$ cat config.mk
export PLATFORM = sky130hd
export DESIGN_NAME = id_ex_pipeline_register
export DESIGN_NICKNAME = d
export VERILOG_FILES = /design/src/rtl/id_ex_pipeline_register.sv
export SDC_FILE = /design/constraint.sdc
export NUM_CORES = 1
export LEC_CHECK = 0
export BUFFER_PORTS_ARGS = -buffer_cell sky130_fd_sc_hd__buf_4
export CELL_PAD_IN_SITES_DETAIL_PLACEMENT = 1
export CELL_PAD_IN_SITES_GLOBAL_PLACEMENT = 1
export CORE_MARGIN = 3
export CORE_UTILIZATION = 31
export DETAILED_ROUTE_END_ITERATION = 12
export GPL_TIMING_DRIVEN = 0
export PLACE_DENSITY_LB_ADDON = 0.1
export SYNTH_ARGS = -nofsm -noshare
export SYNTH_HDL_FRONTEND = slang
export SYNTH_SLANG_ARGS = --single-unit
$ cat constraint.sdc
create_clock -name Clk -period 1.94 [get_ports Clk]
set_clock_uncertainty 0.1 [all_clocks]
set_input_delay 0 -clock Clk [delete_from_list [all_inputs] [get_ports Clk]]
set_output_delay 0 -clock Clk [all_outputs]
set_load 0.01 [all_outputs]
$ cat src/rtl/id_ex_pipeline_register.sv
// ID/EX pipeline register for the 5-stage MIPS datapath.
// Captures ID-stage operands and control, applies WB bypass, and inserts bubbles on load-use hazards.
module id_ex_pipeline_register #(
    parameter int DATA_WIDTH     = 32,
    parameter int REG_ADDR_WIDTH = 5,
    parameter int ALUOP_WIDTH    = 4
) (
    input  logic                      Clk,
    input  logic                      Reset,
    input  logic                      Stall,
    input  logic                      Flush,
    input  logic                      InValid,
    input  logic [DATA_WIDTH-1:0]     PCPlus4,
    input  logic [DATA_WIDTH-1:0]     ReadData1,
    input  logic [DATA_WIDTH-1:0]     ReadData2,
    input  logic [DATA_WIDTH-1:0]     SignExtImm,
    input  logic [REG_ADDR_WIDTH-1:0] Rs,
    input  logic [REG_ADDR_WIDTH-1:0] Rt,
    input  logic [REG_ADDR_WIDTH-1:0] Rd,
    input  logic                      RegWrite,
    input  logic                      MemRead,
    input  logic                      MemWrite,
    input  logic                      MemToReg,
    input  logic                      RegDst,
    input  logic                      ALUSrc,
    input  logic                      Branch,
    input  logic [ALUOP_WIDTH-1:0]    ALUOp,
    input  logic                      WBRegWrite,
    input  logic [REG_ADDR_WIDTH-1:0] WBWriteRegister,
    input  logic [DATA_WIDTH-1:0]     WBWriteData,
    output logic                      LoadUseStall,
    output logic                      ExValid,
    output logic [DATA_WIDTH-1:0]     ExPCPlus4,
    output logic [DATA_WIDTH-1:0]     ExReadData1,
    output logic [DATA_WIDTH-1:0]     ExReadData2,
    output logic [DATA_WIDTH-1:0]     ExImm,
    output logic [REG_ADDR_WIDTH-1:0] ExRs,
    output logic [REG_ADDR_WIDTH-1:0] ExRt,
    output logic [REG_ADDR_WIDTH-1:0] ExRd,
    output logic                      ExRegWrite,
    output logic                      ExMemRead,
    output logic                      ExMemWrite,
    output logic                      ExMemToReg,
    output logic                      ExRegDst,
    output logic                      ExALUSrc,
    output logic                      ExBranch,
    output logic [ALUOP_WIDTH-1:0]    ExALUOp
);

    typedef struct packed {
        logic                      valid;
        logic [DATA_WIDTH-1:0]     pc_plus4;
        logic [DATA_WIDTH-1:0]     read_data1;
        logic [DATA_WIDTH-1:0]     read_data2;
        logic [DATA_WIDTH-1:0]     imm;
        logic [REG_ADDR_WIDTH-1:0] rs;
        logic [REG_ADDR_WIDTH-1:0] rt;
        logic [REG_ADDR_WIDTH-1:0] rd;
        logic                      reg_write;
        logic                      mem_read;
        logic                      mem_write;
        logic                      mem_to_reg;
        logic                      reg_dst;
        logic                      alu_src;
        logic                      branch;
        logic [ALUOP_WIDTH-1:0]    alu_op;
    } ex_stage_t;

    // An all-zero entry is a bubble: no valid bit, no write-enables, no branch.
    localparam ex_stage_t BUBBLE = '0;

    ex_stage_t ex_q;
    ex_stage_t id_d;
    logic      bypass_rs;
    logic      bypass_rt;
    logic      load_use;

    // The register file is written on the same edge we capture, so WB data must be forwarded here.
    assign bypass_rs = WBRegWrite && (WBWriteRegister == Rs) && (Rs != '0);
    assign bypass_rt = WBRegWrite && (WBWriteRegister == Rt) && (Rt != '0);

    assign load_use = !Reset && ex_q.valid && ex_q.mem_read && InValid &&
                      (ex_q.rt != '0) && ((ex_q.rt == Rs) || (ex_q.rt == Rt));

    // NOTE: combinational blocks assign a full default first so no path can infer a latch.
    always_comb begin
        id_d            = BUBBLE;
        id_d.valid      = 1'b1;
        id_d.pc_plus4   = PCPlus4;
        id_d.read_data1 = bypass_rs ? WBWriteData : ReadData1;
        id_d.read_data2 = bypass_rt ? WBWriteData : ReadData2;
        id_d.imm        = SignExtImm;
        id_d.rs         = Rs;
        id_d.rt         = Rt;
        id_d.rd         = Rd;
        id_d.reg_write  = RegWrite;
        id_d.mem_read   = MemRead;
        id_d.mem_write  = MemWrite;
        id_d.mem_to_reg = MemToReg;
        id_d.reg_dst    = RegDst;
        id_d.alu_src    = ALUSrc;
        id_d.branch     = Branch;
        id_d.alu_op     = ALUOp;
    end

    // NOTE: sequential state uses non-blocking assignments so every register samples pre-edge values.
    always_ff @(posedge Clk) begin
        if (Reset) begin
            ex_q <= BUBBLE;
        end else if (Flush) begin
            ex_q <= BUBBLE;
        end else if (Stall) begin
            ex_q <= ex_q;
        end else if (load_use || !InValid) begin
            ex_q <= BUBBLE;
        end else begin
            ex_q <= id_d;
        end
    end

    assign LoadUseStall = load_use;
    assign ExValid      = ex_q.valid;
    assign ExPCPlus4    = ex_q.pc_plus4;
    assign ExReadData1  = ex_q.read_data1;
    assign ExReadData2  = ex_q.read_data2;
    assign ExImm        = ex_q.imm;
    assign ExRs         = ex_q.rs;
    assign ExRt         = ex_q.rt;
    assign ExRd         = ex_q.rd;
    assign ExRegWrite   = ex_q.reg_write;
    assign ExMemRead    = ex_q.mem_read;
    assign ExMemWrite   = ex_q.mem_write;
    assign ExMemToReg   = ex_q.mem_to_reg;
    assign ExRegDst     = ex_q.reg_dst;
    assign ExALUSrc     = ex_q.alu_src;
    assign ExBranch     = ex_q.branch;
    assign ExALUOp      = ex_q.alu_op;

endmodule

==> results_dict.tcl <==
set metrics [dict create \
    multiInputGateArea_um2 2340 \
    first_pass_iters 4 \
    die-area_um2 20000 \
    cts_buffers 17 \
    gr-total-overflow 0 \
    port_buffers 352 \
    regArea_um2 3110 \
    start_kind "input pin" \
    grt_max_degree 17 \
    crit_path_frequent_cell "buf_4" \
    antenna_found_initial 1 \
    grt_setup_unrepaired "yes" \
    ant_nets 0 \
    dpl_cell_area_um2 8610 \
    routed-via-count 6833 \
    p_leak_nw 5.08 \
    fmax_ghz 0.522 \
    finalCritPeriodShare 0.988 \
    syn_area_per_cell_um2 10.8 \
    grt_pass1_wl_mm 46.3 \
    synth_cells 526 \
    power_density_nw_per_um2 704 \
    dr_wl_met2_mm 15.9 \
    design_area_um2 11500 \
    top_layer "met4" \
    grt_pass1_vias 8126 \
    drc_errors 0 \
    crit_fanout 10 \
    wl_met1_mm 10.8 \
    endpoint_kind "flip-flop" \
    ys_ff_latch 155 \
    synth_nets 723 \
    setup_violations 0 \
    dr_wl_met3_mm 2.08 \
    synth_cell_types 24 \
    grt_usage 0.299 \
    yosysSeqAreaShare 0.546 \
    cp_slowest_cell "dlygate4sd3_1" \
    core_um2 17600 \
    synth-main-ff-cell "dfxtp_1" \
    wl_per_cell_um 22.6 \
    cp_data_required_time_ns 2.15 \
    initial_core_util 0.323 \
    synth-edff-count 0 \
    path_cells "buf_4 > nor4_1 > o21ai_0 > and4_1 > buf_4 > buf_8 > mux2i_1 > dlygate4sd3_1 > o21ai_1" \
    clock_latency_ns 0.42 \
    arrival_ns 2.13 \
    fin_tns_setup_ns 0 \
    clk_path_buf_depth 2 \
    drv_cap 0 \
    yosysWarnings 0 \
    synth_area_um2 5680 \
    fillCellCount 1854 \
    ir_worst_vdd_mv 0.645 \
    placement_rows 48 \
    path_buf_inv 4 \
    syn_to_final_growth_pct 102 \
    setup_ws_ns 0.0225 \
    hold_class "input pin to flip-flop" \
    cts_tree "done" \
    fin_nets 1310 \
    vias_per_cell 5.05 \
    post-route-min-period_ns 1.92 \
    status "complete, no violations" \
    cts_root_buf "clkbuf_16" \
    routed_wl_mm 30.6 \
    slew_violations 0 \
    worst-setup-path-type "input pin to flip-flop" \
    post-dp-hpwl_mm 17.6 \
    clk_pin_slew_ns 0.07 \
    cts_max_level 4 \
    place_congestion 0.845 \
    drtIter0Drc 210 \
    slew_headroom 0.584 \
    die_y_um 141 \
    final_layout_size_suffix_gt1_frac 0.372 \
    ios 353 \
    die_x_um 141 \
    cp_top_family "buffers and inverters" \
    async_reset_ff_frac 0 \
    cts_setup_buffers 0 \
    hold_viol_final 0 \
    worst_pin_slew_ns 0.624 \
    place_ws_ns -0.0435 \
    cts_sinks 155 \
    cpPeakStageDelay_ns 0.61 \
]
## kinds of logic after synthesis
kind of cell | share of synthesized area
multiplexers | 0.113
buffers and inverters | 0.0467
flip-flops | 0.546
XOR/XNOR | 0.0277
AO/OA/AOI/OAI | 0.203
AND/OR/NAND/NOR | 0.0643
## layout by cell type, fill, tap and decap left out, drive strengths merged
cell,instances
nor3b,1
a22o,90
o21a,1
xor2,16
nor4,2
and4,2
nor2,4
dlygate4sd3,216
clkbuf,41
xnor2,2
clkinv,4
clkinvlp,2
or2,2
nand2b,1
bufinv,4
a22oi,1
a211o,1
buf,372
diode,2
dfxtp,155
nand2,69
nor3,6
inv,3
o21ai,67
mux2i,64
## tightest hold or removal path: stages
cell and delay, ns:
buf_4 0.08, nor3_1 0.05, o21ai_1 0.12, buf_4 0.20, o21ai_1 0.08
## worst paths after layout
path	end	slack, ns	cells after the start	from
setup / recovery	ExReadData1[18]$_SDFFE_PP0N_	0.02	9	Rs[0]
hold / removal	ExReadData2[1]$_SDFFE_PP0N_	0.06	5	Flush
setup reg to reg	ExReadData2[19]$_SDFFE_PP0N_	0.07	7	ExRt[2]$_SDFFE_PP0N_
hold reg to reg	ExReadData1[29]$_SDFFE_PP0N_	0.35	2	ExReadData1[29]$_SDFFE_PP0N_
## timing repair
action | 4_1_cts | 5_1_grt
hold endpoints to repair | 154 | 1
cloned | 0 | 0
gates resized for setup | 3 | 27
setup endpoints to repair | 24 | 132
hold buffers | 217 | 1
pin swaps | 0 | 0
## metal layers
metal	up-vias	GRT usage
met5	-	0
met4	0	0.178
met3	111	0.0806
met2	336	0.547
met1	3309	0.304
li1	3077	-
## stage by stage
step	std cells	utilization	hold WS (ns)	total power, W
3_5_place_dp	1103	0.489	0.120	0.00412
2_1_floorplan	526	-	0.0326	0.00360
6_report	1353	0.652	0.0588	0.00808
3_3_place_gp	1103	0.489	0.116	0.00409
5_1_grt	1352	0.652	0.0960	0.00833
4_1_cts	1352	0.648	0.103	0.00801
## synthesized netlist by cell type, drive strengths merged (2+ instances only)
master | n | area (µm²)
xor2 | 16 | 140
nor2 | 4 | 15.0
dfxtp | 155 | 3100
and4 | 2 | 17.5
nor3 | 6 | 35.0
clkbuf | 18 | 67.6
xnor2 | 2 | 17.5
nand2 | 69 | 259
mux2i | 64 | 641
nor4 | 2 | 12.5
o21ai | 67 | 335
or2 | 2 | 12.5
a22o | 90 | 788
buf | 24 | 198
## where the power goes
group,internal (W),switching [W],total [W]
registers,0.00325,0.0000487,0.00330
clock network,0.00217,0.00142,0.00359
logic,0.000745,0.000441,0.00119
total,0.00616,0.00191,0.00808
## state kept, by name, summed over array words and instances (netlist names), 4 cells and up
signal and flops:
ExALUOp 4, ExImm 32, ExPCPlus4 32, ExRd 5, ExReadData1 32, ExReadData2 32
ExRs 5, ExRt 5
## area by class of cell
cell class,count,share of cell area
Timing Repair Buffer,568,0.419
Sequential cell,155,0.271
Multi-Input combinational cell,329,0.204
Clock buffer,19,0.0377
Buffer,42,0.0279
Tap cell,225,0.0245
Clock inverter,13,0.0165
Antenna cell,2,0.000436
No activity file was read; power rests on OpenSTA's default activity.
